`config.mk`:
```
export PLATFORM = sky130hd
export DESIGN_NAME = div_unit
export DESIGN_NICKNAME = d
export VERILOG_FILES = /design/src/rtl/div_unit.sv
export SDC_FILE = /design/constraint.sdc
export NUM_CORES = 1
export LEC_CHECK = 0
export ABC_AREA = 1
export CAP_MARGIN = 10
export CORE_UTILIZATION = 55
export DETAILED_ROUTE_END_ITERATION = 8
export GPL_ROUTABILITY_DRIVEN = 0
export HOLD_SLACK_MARGIN = 0.15
export PLACE_DENSITY = 0.8
export SYNTH_ARGS = -nofsm -noshare
export SYNTH_HDL_FRONTEND = slang
export SYNTH_SLANG_ARGS = --single-unit
```
`constraint.sdc`:
```
create_clock -name clk -period 13.1 [get_ports clk]
set_input_delay 3.275 -clock clk [delete_from_list [all_inputs] [get_ports clk]]
set_output_delay 3.275 -clock clk [all_outputs]
set_load 0.05 [all_outputs]
```
`src/rtl/div_unit.sv`:
```
// Multi-cycle radix-2 restoring divider (DIV/DIVU) returning {remainder, quotient}.
module div_unit #(
  parameter int unsigned WIDTH = 32,
  parameter int unsigned CNT_W = 6
) (
  input  logic                 clk,
  input  logic                 resetn,
  input  logic                 start_i,
  input  logic                 signed_div_i,
  input  logic [WIDTH-1:0]     opdata1_i,
  input  logic [WIDTH-1:0]     opdata2_i,
  input  logic                 annul_i,
  output logic [2*WIDTH-1:0]   result_o,
  output logic                 ready_o
);

  typedef enum logic [1:0] {
    S_IDLE = 2'd0,
    S_ZERO = 2'd1,
    S_ON   = 2'd2,
    S_END  = 2'd3
  } state_t;

  state_t           state_q, state_d;
  logic [CNT_W-1:0] cnt_q;
  logic [WIDTH-1:0] dvd_q;      // dividend magnitude, shifts left and collects quotient bits
  logic [WIDTH-1:0] dvs_q;      // divisor magnitude
  logic [WIDTH-1:0] rem_q;      // partial remainder
  logic             neg_q_q;
  logic             neg_r_q;

  logic             accept_c;
  logic             abort_c;
  logic             last_c;
  logic             op1_neg_c;
  logic             op2_neg_c;
  logic [WIDTH-1:0] mag1_c;
  logic [WIDTH-1:0] mag2_c;
  logic [WIDTH:0]   shifted_c;
  logic [WIDTH:0]   trial_c;
  logic             qbit_c;
  logic [WIDTH-1:0] step_rem_c;
  logic [WIDTH-1:0] step_quo_c;
  logic [WIDTH-1:0] quo_fix_c;
  logic [WIDTH-1:0] rem_fix_c;

  // Operand magnitudes and one shift-subtract step of the restoring divider
  always_comb begin
    op1_neg_c  = signed_div_i & opdata1_i[WIDTH-1];
    op2_neg_c  = signed_div_i & opdata2_i[WIDTH-1];
    mag1_c     = op1_neg_c ? (~opdata1_i + WIDTH'(1)) : opdata1_i;
    mag2_c     = op2_neg_c ? (~opdata2_i + WIDTH'(1)) : opdata2_i;
    shifted_c  = {rem_q, dvd_q[WIDTH-1]};
    trial_c    = shifted_c - {1'b0, dvs_q};
    qbit_c     = ~trial_c[WIDTH];
    step_rem_c = qbit_c ? trial_c[WIDTH-1:0] : shifted_c[WIDTH-1:0];
    step_quo_c = {dvd_q[WIDTH-2:0], qbit_c};
    quo_fix_c  = neg_q_q ? (~step_quo_c + WIDTH'(1)) : step_quo_c;
    rem_fix_c  = neg_r_q ? (~step_rem_c + WIDTH'(1)) : step_rem_c;
    accept_c   = start_i & ~annul_i;
    abort_c    = annul_i | ~start_i;
    last_c     = (cnt_q == CNT_W'(WIDTH - 1));
  end

  // State register
  always_ff @(posedge clk or negedge resetn) begin
    if (!resetn) state_q <= S_IDLE;
    else         state_q <= state_d;
  end

  // Next-state logic; END always lasts exactly one cycle
  always_comb begin
    state_d = state_q;
    case (state_q)
      S_IDLE: if (accept_c) state_d = (opdata2_i == '0) ? S_ZERO : S_ON;
      S_ZERO: state_d = abort_c ? S_IDLE : S_END;
      S_ON: begin
        if (abort_c)     state_d = S_IDLE;
        else if (last_c) state_d = S_END;
      end
      S_END:  state_d = S_IDLE;
      default: state_d = S_IDLE;
    endcase
  end

  // Operand capture and iteration datapath
  always_ff @(posedge clk or negedge resetn) begin
    if (!resetn) begin
      cnt_q   <= '0;
      dvd_q   <= '0;
      dvs_q   <= '0;
      rem_q   <= '0;
      neg_q_q <= 1'b0;
      neg_r_q <= 1'b0;
    end else begin
      case (state_q)
        S_IDLE: begin
          if (accept_c) begin
            // Divide-by-zero keeps the raw dividend: it is returned unmodified as HI
            dvd_q   <= (opdata2_i == '0) ? opdata1_i : mag1_c;
            dvs_q   <= mag2_c;
            rem_q   <= '0;
            cnt_q   <= '0;
            neg_q_q <= op1_neg_c ^ op2_neg_c;
            neg_r_q <= op1_neg_c;
          end
        end
        S_ON: begin
          if (!abort_c) begin
            rem_q <= step_rem_c;
            dvd_q <= step_quo_c;
            cnt_q <= cnt_q + CNT_W'(1);
          end
        end
        default: ;
      endcase
    end
  end

  // Registered outputs: result loaded only on END entry, ready high while in END
  always_ff @(posedge clk or negedge resetn) begin
    if (!resetn) begin
      result_o <= '0;
      ready_o  <= 1'b0;
    end else begin
      ready_o <= (state_d == S_END);
      if (state_q == S_ON && state_d == S_END)
        result_o <= {rem_fix_c, quo_fix_c};
      else if (state_q == S_ZERO && state_d == S_END)
        result_o <= {dvd_q, {WIDTH{1'b1}}};
    end
  end

endmodule

```
==> run_summary.xml, run 1 <==
<?xml version="1.0" encoding="UTF-8"?>
<metrics>
  <group name="pwr">
    <metric name="design_power_total" unit="mW">3.87</metric>
    <metric name="power_per_cell_area" unit="mW/mm²">253</metric>
    <metric name="static_leakage_power" unit="nW">7.56</metric>
    <metric name="switching_share" unit="">0.549</metric>
    <metric name="power.switching" unit="mW">2.12</metric>
    <metric name="share_of_total_power_in_sequential_cells" unit="">0.192</metric>
    <metric name="share_clk_of_total_power" unit="">0.139</metric>
    <metric name="internal-power" unit="mW">1.74</metric>
    <metric name="combinationalPowerShare" unit="">0.669</metric>
    <metric name="peakVddDrop" unit="mV">0.172</metric>
  </group>
  <group name="worst_setup_path">
    <metric name="worstRegToRegCells" unit="">30</metric>
    <metric name="worstSetupStartpoint" unit="">start_i</metric>
    <metric name="timing.setup.critical_path_class" unit="">in -&gt; reg</metric>
    <metric name="crit-reg2reg-capture" unit="">result_o[30]</metric>
    <metric name="timing_endpoint_of_the_critical_path" unit="">result_o[43]</metric>
    <metric name="worst-endpoint-required" unit="ns">13.40</metric>
    <metric name="endpoint_kind" unit="">flop</metric>
    <metric name="reg2reg_slack" unit="ns">7.67</metric>
    <metric name="startpoint_class" unit="">input port</metric>
    <metric name="timing.critical_path.fanout_max" unit="">57</metric>
    <metric name="worst_ep_arrival_time" unit="ns">6.74</metric>
    <metric name="regToRegStartpoint" unit="">dvd_q[31]</metric>
  </group>
  <group name="detailed_routing">
    <metric name="via_count" unit="">13628</metric>
    <metric name="detail_route.iter0.violations" unit="">1462</metric>
    <metric name="route.detailed.drc" unit="">0</metric>
    <metric name="drt_first_pass_iters" unit="">8</metric>
    <metric name="vias_per_cell" unit="">5.65</metric>
    <metric name="wl_per_cell" unit="µm">16.8</metric>
    <metric name="number_of_nets_with_antenna_violations_after_routing" unit="">0</metric>
    <metric name="drt_wl_total" unit="mm">40.7</metric>
  </group>
  <group name="finish">
    <metric name="final_core_utilization" unit="">0.652</metric>
    <metric name="layout-drive-gt1-share" unit="">0.0582</metric>
    <metric name="finish.net_count" unit="">2190</metric>
    <metric name="syn_to_final_growth" unit="%">16.4</metric>
    <metric name="num_antenna_cells" unit="">0</metric>
  </group>
  <group name="logic_synthesis">
    <metric name="net_count_after_synthesis" unit="">2093</metric>
    <metric name="synth_seq_area_share" unit="">0.326</metric>
    <metric name="postSynthCellCount" unit="">1986</metric>
    <metric name="yosysUniqueCellTypes" unit="">56</metric>
    <metric name="yosysWarnings" unit="">0</metric>
    <metric name="yosys.area.top_type" unit="">dfrtp_1</metric>
    <metric name="synth_seq_cells" unit="">171</metric>
    <metric name="post_synthesis_area_per_instance" unit="µm²">6.60</metric>
    <metric name="syn_area" unit="mm²">0.0131</metric>
    <metric name="synth-edff-count" unit="">0</metric>
    <metric name="asyncSetResetFlopFracSynth" unit="">1.00</metric>
    <metric name="dominantRegCellSynth" unit="">dfrtp_1</metric>
    <metric name="synth.top_cells.by_area" unit="">dfrtp_1, nand2_1, inv_1</metric>
    <metric name="synth_largest_type_area_fraction" unit="">0.326</metric>
  </group>
  <group name="cts">
    <metric name="clkTransAtPathRegs" unit="ns">0.07</metric>
    <metric name="cts_buffer_depth" unit="">2</metric>
    <metric name="cts_resized" unit="">0</metric>
    <metric name="cts.repair_timing.setup_buffer_count" unit="">0</metric>
    <metric name="worstSkewPairLatency" unit="ns">0.44</metric>
    <metric name="cts_hold_buffers" unit="">0</metric>
    <metric name="cts.sinks" unit="">171</metric>
    <metric name="tritoncts_clock_tree" unit="">built</metric>
    <metric name="cts_inserted_buffers" unit="">17</metric>
    <metric name="cts_root_buf" unit="">clkbuf_16</metric>
    <metric name="cts_htree_levels" unit="">4</metric>
  </group>
  <group name="placed_design">
    <metric name="port_buffer_cells" unit="">133</metric>
    <metric name="placement.setup.worst_slack" unit="ns">6.24</metric>
    <metric name="hpwl" unit="mm">30.3</metric>
  </group>
  <group name="timing">
    <metric name="fin_max_slew_vios" unit="">0</metric>
    <metric name="setup-tns-final" unit="ns">0</metric>
    <metric name="finalHoldViolations" unit="">0</metric>
    <metric name="finalSetupViolations" unit="">0</metric>
    <metric name="unrepaired_setup_endpoints_after_global_routing" unit="">false</metric>
    <metric name="slew_headroom" unit="">0.214</metric>
    <metric name="post-route-worst-setup-slack" unit="ns">6.66</metric>
    <metric name="min_period" unit="ns">6.44</metric>
    <metric name="final_min_period_over_clock_period" unit="">0.491</metric>
    <metric name="worst_clock_skew" unit="ns">0.0178</metric>
    <metric name="fmax" unit="MHz">155</metric>
    <metric name="fin_hold_ws" unit="ns">0.485</metric>
    <metric name="tightestPinTransition" unit="ns">1.17</metric>
  </group>
  <group name="die">
    <metric name="core.rowCount" unit="">56</metric>
    <metric name="die_h" unit="µm">156</metric>
    <metric name="boundaryPins" unit="">134</metric>
    <metric name="fp.dieArea" unit="mm²">0.0245</metric>
    <metric name="floorplan.initialDensity" unit="">0.560</metric>
    <metric name="floorplan.die.width" unit="µm">156</metric>
    <metric name="coreArea" unit="mm²">0.0234</metric>
  </group>
  <group name="global_routing">
    <metric name="grt_util_met2" unit="">0.519</metric>
    <metric name="largest_net_degree_at_the_start_of_global_routing" unit="">96</metric>
    <metric name="antenna_found_initial" unit="">0</metric>
    <metric name="grt_pass1_wl" unit="mm">64.7</metric>
    <metric name="grt.met1_usage" unit="">0.480</metric>
    <metric name="global_route.usage.total" unit="">0.341</metric>
    <metric name="globalRouteMet3Util" unit="">0.0587</metric>
    <metric name="vias_in_the_first_global_route" unit="">12764</metric>
    <metric name="top_usage_layer" unit="">met2</metric>
    <metric name="grt_overflow_total" unit="">0</metric>
  </group>
  <group name="worst_hold_path">
    <metric name="min_path_type" unit="">reg -&gt; reg</metric>
    <metric name="worstHoldStart" unit="">dvs_q[30]</metric>
  </group>
  <group name="outcome">
    <metric name="outcome" unit="">complete, no violations</metric>
  </group>
  <group name="job">
    <metric name="maxCapViolCount" unit="">0</metric>
  </group>
</metrics>
[per-layer routing]
layer / vias to the layer above / routed length (µm)
li1: 6532 / -
met1: 6221 / 17600
met2: 754 / 17600
met3: 121 / 3870
met4: 0 / 1600
met5: - / 0
[critical path: stages]
cell             delay (ns)
clkdlybuf4s50_1        0.45
inv_1                  0.04
nor2_1                 0.07
inv_1                  0.11
nor2_1                 0.24
nand3_1                0.11
buf_4                  0.27
inv_2                  0.67
o21ai_4                0.05
buf_4                  0.33
inv_2                  0.64
o21ai_0                0.22
o21ai_0                0.11
o21ai_0                0.11
[kinds of logic after synthesis]
logic type,synth area share
fa+ha+maj,0.0368
flops,0.326
compound gates,0.149
xor+xnor,0.0628
simple gates,0.318
buf+inv,0.107
[through the flow]
stage                     cell area, µm²  instances
after floorplan                    13100       1986
after global placement             14600       2383
after detailed placement           14600       2383
after CTS                          15300       2414
after global routing               15300       2414
final                              15300       2414
[area by class of cell]
cell class	count	area, µm²
fill	2168	8140
multi-input combinational	1452	7450
sequential	171	4280
timing repair buffer	142	1400
inverter	299	1120
clock buffer	17	425
tap	319	399
clock inverter	14	185
[state kept, by name (all words and copies together) (netlist names)]
register and cells:
cnt_q 6, dvd_q 32, dvs_q 32, neg_q_q 1
neg_r_q 1, ready_o 1, rem_q 32, result_o 64
state_q 2
[cells in the final DEF (no fill, tap or decap), types with 10 or more instances in the layout]
cell type,synthesis,layout
nand2_1,562,562
inv_1,287,287
nor2_1,193,191
dfrtp_1,171,171
o21ai_0,160,159
clkdlybuf4s50_1,0,132
nand3_1,91,91
a21oi_1,82,82
xor2_1,63,63
o22ai_1,45,45
ha_1,37,37
xnor2_1,31,31
nand2_2,30,30
nor3_1,27,27
nand4_1,24,24
clkbuf_16,0,17
a31oi_1,11,11
nand2_4,10,10
o211ai_1,10,10
[worst min path at each step]
stage	to	cells past startpoint
6_report	dvs_q[30]	2
4_1_cts	result_o[55]	2
3_5_place_dp	result_o[37]	2
2_1_floorplan	dvs_q[10]	2
5_1_grt	dvs_q[18]	2
3_3_place_gp	dvs_q[21]	2
[cell usage after synthesis (3+ instances only)]
library cell    n
and3_1          3
o21ai_2         3
nand3b_1        5
o31ai_1         3
a21oi_1        82
nor3_1         27
buf_2           3
ha_1           37
nand2_2        30
o21ai_1         9
nand2_1       562
nand4_1        24
o21ai_0       160
nand2_4        10
o21bai_1        4
o32ai_1         6
xor2_1         63
o211ai_1       10
inv_1         287
buf_6           3
clkinv_1        3
xnor2_1        31
o22ai_1        45
buf_1           6
nor2_1        193
dfrtp_1       171
a21oi_4         3
nand3_1        91
nor4_1          4
inv_2           9
clkbuf_1       50
a31oi_1        11
nor2_2          8
[power groups by stage]
stage	Combinational (mW)	Clock (mW)	Sequential, mW
after floorplan	1.78	0	0.862
after global placement	2.46	0	0.748
after detailed placement	2.50	0	0.749
after CTS	2.53	0.538	0.741
after global routing	2.84	0.563	0.756
final	2.59	0.537	0.744
Power figures use the tool's default switching activity.
==> inputs of run 2 (changes only) <==
==> constraint.sdc (replaced) <==
create_clock -name clk -period 6.4 [get_ports clk]
set_input_delay 1.6 -clock clk [delete_from_list [all_inputs] [get_ports clk]]
set_output_delay 1.6 -clock clk [all_outputs]
set_load 0.05 [all_outputs]
==> run_summary.xml, run 2 (same netlist as run 1, synthesis figures left out) <==
<?xml version="1.0" encoding="UTF-8"?>
<metrics>
  <group name="placed_design">
    <metric name="port_buffer_cells" unit="">133</metric>
    <metric name="placement.setup.worst_slack" unit="ns">1.29</metric>
    <metric name="hpwl" unit="mm">30.2</metric>
  </group>
  <group name="worst_setup_path">
    <metric name="worst-endpoint-required" unit="ns">6.78</metric>
    <metric name="critical-path-slowest-cell" unit="">fa_1</metric>
    <metric name="endpoint_kind" unit="">flop</metric>
    <metric name="worst_path_max_stage_delay" unit="ns">0.40</metric>
    <metric name="startpoint_class" unit="">flop</metric>
    <metric name="critical-path-top-delay-family" unit="">simple AND/OR/NAND/NOR gates</metric>
    <metric name="worst_ep_arrival_time" unit="ns">5.44</metric>
    <metric name="timing.critical_path.fanout_max" unit="">36</metric>
    <metric name="timing.setup.critical_path_class" unit="">reg -&gt; reg</metric>
    <metric name="buf_inv_stages_crit_path" unit="">5</metric>
  </group>
  <group name="timing">
    <metric name="finalSetupViolations" unit="">0</metric>
    <metric name="slew_headroom" unit="">0.412</metric>
    <metric name="final_min_period_over_clock_period" unit="">0.791</metric>
    <metric name="worst_clock_skew" unit="ns">0.0125</metric>
    <metric name="finalHoldViolations" unit="">0</metric>
    <metric name="tightestPinTransition" unit="ns">0.880</metric>
    <metric name="min_period" unit="ns">5.06</metric>
    <metric name="unrepaired_setup_endpoints_after_global_routing" unit="">false</metric>
    <metric name="post-route-worst-setup-slack" unit="ns">1.34</metric>
    <metric name="setup-tns-final" unit="ns">0</metric>
    <metric name="fmax" unit="MHz">198</metric>
    <metric name="fin_max_slew_vios" unit="">0</metric>
    <metric name="fin_hold_ws" unit="ns">0.481</metric>
  </group>
  <group name="finish">
    <metric name="finish.net_count" unit="">2196</metric>
    <metric name="layout-drive-gt1-share" unit="">0.0609</metric>
    <metric name="syn_to_final_growth" unit="%">16.7</metric>
    <metric name="largest_register_ff_count" unit="">64</metric>
    <metric name="registers.top_by_ff_count" unit="">result_o</metric>
    <metric name="final_common_cell" unit="">nand2_1</metric>
    <metric name="num_antenna_cells" unit="">0</metric>
    <metric name="nFillCells" unit="">2099</metric>
    <metric name="highest_count_cells_in_the_layout_ignoring_fill_and_taps" unit="">nand2_1, inv_1, nor2_1, dfrtp_1, o21ai_0</metric>
  </group>
  <group name="cts">
    <metric name="worstSkewPairLatency" unit="ns">0.45</metric>
    <metric name="cts.repair_timing.setup_buffer_count" unit="">0</metric>
    <metric name="cts_htree_levels" unit="">4</metric>
    <metric name="cts_resized" unit="">0</metric>
    <metric name="cts_hold_buffers" unit="">0</metric>
    <metric name="cts_root_buf" unit="">clkbuf_16</metric>
    <metric name="clkTransAtPathRegs" unit="ns">0.08</metric>
    <metric name="cts_inserted_buffers" unit="">17</metric>
    <metric name="cts.sinks" unit="">171</metric>
    <metric name="cts_buffer_depth" unit="">2</metric>
    <metric name="tritoncts_clock_tree" unit="">built</metric>
  </group>
  <group name="pwr">
    <metric name="peakVddDrop" unit="mV">0.340</metric>
    <metric name="static_leakage_power" unit="nW">7.59</metric>
    <metric name="power_per_cell_area" unit="mW/mm²">511</metric>
  </group>
  <group name="global_routing">
    <metric name="grt_overflow_total" unit="">0</metric>
    <metric name="vias_in_the_first_global_route" unit="">12664</metric>
    <metric name="antenna_found_initial" unit="">1</metric>
    <metric name="global_route.usage.total" unit="">0.338</metric>
    <metric name="grt_pass1_wl" unit="mm">64.1</metric>
    <metric name="largest_net_degree_at_the_start_of_global_routing" unit="">82</metric>
  </group>
  <group name="detailed_routing">
    <metric name="vias_per_cell" unit="">5.66</metric>
    <metric name="wl_met2" unit="mm">17.7</metric>
    <metric name="route.detailed.drc" unit="">0</metric>
    <metric name="number_of_nets_with_antenna_violations_after_routing" unit="">0</metric>
    <metric name="wl_per_cell" unit="µm">16.8</metric>
    <metric name="via_count" unit="">13703</metric>
    <metric name="drt_wl_total" unit="mm">40.7</metric>
    <metric name="met3RoutedLength" unit="mm">3.79</metric>
    <metric name="detail_route.wirelength.met1" unit="mm">17.4</metric>
    <metric name="drt_first_pass_iters" unit="">6</metric>
    <metric name="maxUsedRoutingLayer" unit="">met5</metric>
    <metric name="detail_route.iter0.violations" unit="">1353</metric>
  </group>
  <group name="job">
    <metric name="maxCapViolCount" unit="">0</metric>
  </group>
  <group name="die">
    <metric name="floorplan.initialDensity" unit="">0.560</metric>
    <metric name="die_h" unit="µm">156</metric>
    <metric name="fp.dieArea" unit="mm²">0.0245</metric>
    <metric name="coreArea" unit="mm²">0.0234</metric>
    <metric name="floorplan.die.width" unit="µm">156</metric>
    <metric name="boundaryPins" unit="">134</metric>
    <metric name="core.rowCount" unit="">56</metric>
  </group>
  <group name="outcome">
    <metric name="outcome" unit="">complete, no violations</metric>
  </group>
  <group name="worst_hold_path">
    <metric name="min_path_type" unit="">reg -&gt; reg</metric>
  </group>
</metrics>
-- run 2: layout make-up --
type / instances / area [µm²] / area share
inverter: 299 / 1120 / 0.0733
clock inverter: 13 / 150 / 0.00981
clock buffer: 18 / 439 / 0.0287
multi-input combinational: 1452 / 7450 / 0.487
timing repair buffer: 148 / 1470 / 0.0957
tap: 319 / 399 / 0.0261
sequential: 171 / 4280 / 0.280
-- run 2: worst paths after layout --
| kind | startpoint | end | slack [ns] | cells past startpoint |
|---|---|---|---|---|
| max in group asynchronous | resetn | dvd_q[6] | 3.98 | 2 |
| worst max register to register | dvd_q[31] | result_o[30] | 1.34 | 30 |
| min in group asynchronous | resetn | result_o[50] | 1.21 | 1 |
| worst min register to register | result_o[60] | result_o[60] | 0.48 | 2 |
| worst min-delay path | result_o[60] | result_o[60] | 0.48 | 2 |
| worst max-delay path | dvd_q[31] | result_o[30] | 1.34 | 30 |
-- run 2: where the power goes --
part / total (mW) / internal [mW] / switching (mW)
clock network: 1.06 / 0.565 / 0.499
logic: 5.24 / 1.63 / 3.61
registers: 1.52 / 1.32 / 0.199
-- run 2: tightest hold or removal path, delay by kind of cell (launching register included) --
kind	cells	cell delay, ns
flip-flops	1	0.35
AND/OR/NAND/NOR	2	0.10
-- run 2: stage by stage --
step           utilization  cell area [µm²]  cells  power, mW
4_1_cts              0.653            15300   2419       7.70
2_1_floorplan            -            13100   1986       5.42
5_1_grt              0.654            15300   2420       8.39
3_3_place_gp         0.628            14700   2388       6.52
6_report             0.654            15300   2420       7.82
3_5_place_dp         0.628            14700   2388       6.62
-- run 2: metal layers --
metal | vias up | global-route usage
li1 | 6539 | -
met1 | 6311 | 0.477
met3 | 123 | 0.0546
met5 | - | 0
met2 | 728 | 0.511
met4 | 2 | 0.148
==> inputs of run 3 (changes only) <==
--- a/config.mk
+++ b/config.mk
@@ -7,7 +7,7 @@
 export LEC_CHECK = 0
 export ABC_AREA = 1
 export CAP_MARGIN = 10
-export CORE_UTILIZATION = 55
+export CORE_UTILIZATION = 53
 export DETAILED_ROUTE_END_ITERATION = 8
 export GPL_ROUTABILITY_DRIVEN = 0
 export HOLD_SLACK_MARGIN = 0.15
==> constraint.sdc (replaced) <==
create_clock -name clk -period 4.3 [get_ports clk]
set_input_delay 1.075 -clock clk [delete_from_list [all_inputs] [get_ports clk]]
set_output_delay 1.075 -clock clk [all_outputs]
set_load 0.05 [all_outputs]
==> run_summary.xml, run 3 (same netlist as run 1, synthesis figures left out) <==
<?xml version="1.0" encoding="UTF-8"?>
<metrics>
  <group name="outcome">
    <metric name="outcome" unit="">complete, no violations</metric>
  </group>
  <group name="worst_setup_path">
    <metric name="timing.critical_path.mode_cell" unit="">nand2_2</metric>
    <metric name="regToRegStartpoint" unit="">dvd_q[31]</metric>
    <metric name="worst-endpoint-required" unit="ns">4.67</metric>
    <metric name="worst_ep_arrival_time" unit="ns">4.50</metric>
    <metric name="worstSetupStartpoint" unit="">dvd_q[31]</metric>
    <metric name="timing.critical_path.fanout_max" unit="">3</metric>
    <metric name="startpoint_class" unit="">flop</metric>
    <metric name="endpoint_kind" unit="">flop</metric>
    <metric name="buf_inv_stages_crit_path" unit="">6</metric>
    <metric name="worst_path_max_stage_delay" unit="ns">0.38</metric>
    <metric name="critical-path-top-delay-family" unit="">simple AND/OR/NAND/NOR gates</metric>
    <metric name="critical-path-slowest-cell" unit="">fa_2</metric>
    <metric name="timing.setup.critical_path_class" unit="">reg -&gt; reg</metric>
  </group>
  <group name="timing">
    <metric name="finalSetupViolations" unit="">0</metric>
    <metric name="slew_headroom" unit="">0.434</metric>
    <metric name="setup-tns-final" unit="ns">0</metric>
    <metric name="min_period" unit="ns">4.12</metric>
    <metric name="fmax" unit="MHz">243</metric>
    <metric name="finalHoldViolations" unit="">0</metric>
    <metric name="final_min_period_over_clock_period" unit="">0.959</metric>
    <metric name="worst_clock_skew" unit="ns">0.0121</metric>
    <metric name="fin_max_slew_vios" unit="">0</metric>
    <metric name="tightestPinTransition" unit="ns">0.849</metric>
  </group>
  <group name="cts">
    <metric name="cts_root_buf" unit="">clkbuf_16</metric>
    <metric name="tritoncts_clock_tree" unit="">built</metric>
    <metric name="clkTransAtPathRegs" unit="ns">0.07</metric>
    <metric name="cts_htree_levels" unit="">4</metric>
    <metric name="cts_buffer_depth" unit="">2</metric>
    <metric name="cts.sinks" unit="">171</metric>
    <metric name="worstSkewPairLatency" unit="ns">0.44</metric>
    <metric name="cts_hold_buffers" unit="">0</metric>
    <metric name="cts_inserted_buffers" unit="">17</metric>
  </group>
  <group name="finish">
    <metric name="final_common_cell" unit="">nand2_1</metric>
    <metric name="stdcell_count" unit="">2442</metric>
    <metric name="layout-drive-gt1-share" unit="">0.0770</metric>
    <metric name="highest_count_cells_in_the_layout_ignoring_fill_and_taps" unit="">nand2_1, inv_1, nor2_1, dfrtp_1, o21ai_0</metric>
    <metric name="final_core_utilization" unit="">0.638</metric>
    <metric name="syn_to_final_growth" unit="%">18.3</metric>
    <metric name="num_antenna_cells" unit="">0</metric>
    <metric name="finish.net_count" unit="">2213</metric>
    <metric name="registers.top_by_ff_count" unit="">result_o</metric>
    <metric name="largest_register_ff_count" unit="">64</metric>
  </group>
  <group name="detailed_routing">
    <metric name="via_count" unit="">14047</metric>
    <metric name="vias_per_cell" unit="">5.75</metric>
    <metric name="wl_per_cell" unit="µm">17.6</metric>
    <metric name="route.detailed.drc" unit="">0</metric>
    <metric name="drt_first_pass_iters" unit="">8</metric>
    <metric name="drt_wl_total" unit="mm">43.0</metric>
    <metric name="detail_route.iter0.violations" unit="">1600</metric>
    <metric name="number_of_nets_with_antenna_violations_after_routing" unit="">0</metric>
  </group>
  <group name="die">
    <metric name="fp.dieArea" unit="mm²">0.0254</metric>
    <metric name="boundaryPins" unit="">134</metric>
    <metric name="floorplan.initialDensity" unit="">0.539</metric>
    <metric name="core.rowCount" unit="">57</metric>
    <metric name="die_h" unit="µm">159</metric>
    <metric name="coreArea" unit="mm²">0.0243</metric>
    <metric name="floorplan.die.width" unit="µm">159</metric>
  </group>
  <group name="global_routing">
    <metric name="vias_in_the_first_global_route" unit="">13225</metric>
    <metric name="grt_overflow_total" unit="">0</metric>
    <metric name="global_route.usage.total" unit="">0.340</metric>
    <metric name="grt_pass1_wl" unit="mm">68.2</metric>
    <metric name="largest_net_degree_at_the_start_of_global_routing" unit="">78</metric>
    <metric name="antenna_found_initial" unit="">2</metric>
  </group>
  <group name="pwr">
    <metric name="peakVddDrop" unit="mV">0.477</metric>
    <metric name="design_power_total" unit="mW">12.0</metric>
    <metric name="power_per_cell_area" unit="mW/mm²">772</metric>
    <metric name="static_leakage_power" unit="nW">7.67</metric>
  </group>
  <group name="job">
    <metric name="maxCapViolCount" unit="">0</metric>
  </group>
  <group name="placed_design">
    <metric name="hpwl" unit="mm">31.7</metric>
    <metric name="port_buffer_cells" unit="">133</metric>
    <metric name="numPlacedInstances" unit="">2405</metric>
  </group>
  <group name="worst_hold_path">
    <metric name="min_path_type" unit="">reg -&gt; reg</metric>
    <metric name="worstHoldStart" unit="">result_o[57]</metric>
  </group>
</metrics>
run 3: cell count changes in the layout (fill, tap and decap cells not counted), moves of 2 or more:
cell,before,now
buf_4,14,32
clkinv_4,0,6
inv_6,5,0
nand2_1,562,558
nand2_2,30,34
nand3_1,91,87
inv_8,4,1
nand3_2,2,5
nor2_1,191,188
nor2_4,3,5
nor3_2,2,0
nor3_4,1,3
o21ai_2,3,5
run 3: area by class of cell:
class / instances / area, µm²
fill: 2075 / 8810
multi-input combinational: 1452 / 7550
sequential: 171 / 4280
timing repair buffer: 165 / 1570
inverter: 299 / 1120
clock buffer: 19 / 443
tap: 324 / 405
clock inverter: 12 / 144
run 3: per-stage QoR:
stage / worst slack [ns] / area (µm²) / hold slack (ns)
6_report: 0.178 / 15500 / 0.483
5_1_grt: -0.0379 / 15500 / 0.503
4_1_cts: 0.00888 / 15400 / 0.488
3_5_place_dp: 0.0613 / 14800 / 0.466
3_3_place_gp: 0.146 / 14800 / 0.467
2_1_floorplan: 0.200 / 13100 / 0.453
run 3: tightest hold or removal path: stages (launching register included):
cell and delay, ns:
dfrtp_1 0.35, nand2_1 0.05, nand2_1 0.05
run 3: worst paths after layout:
kind	to	slack [ns]	cells past startpoint
max in group asynchronous	dvs_q[28]	2.50	2
worst min-delay path	result_o[57]	0.48	2
min in group asynchronous	result_o[49]	0.65	1
worst max register to register	result_o[28]	0.18	30
worst min register to register	result_o[57]	0.48	2
worst max-delay path	result_o[28]	0.18	30
run 3: metal layers:
layer | vias up | share of wire | global-route usage
li1 | 6570 | - | -
met4 | 4 | 0.041 | 0.147
met1 | 6492 | 0.41 | 0.467
met3 | 135 | 0.10 | 0.0602
met5 | - | 0.00053 | 0
met2 | 846 | 0.45 | 0.527
run 3: repair_timing:
item | in CTS | in global routing
buffers inserted | 0 | 6
gates resized for setup | 1 | 24
pin swaps | 0 | 6
endpoints found under the setup margin | 1 | 5
run 3: where the power goes:
group	leakage (nW)	internal, mW	total (mW)	switching [mW]
clock	0.281	0.877	1.58	0.708
combinational	5.32	2.53	8.15	5.62
sequential	2.06	1.96	2.25	0.288
total	7.67	5.36	12.0	6.62
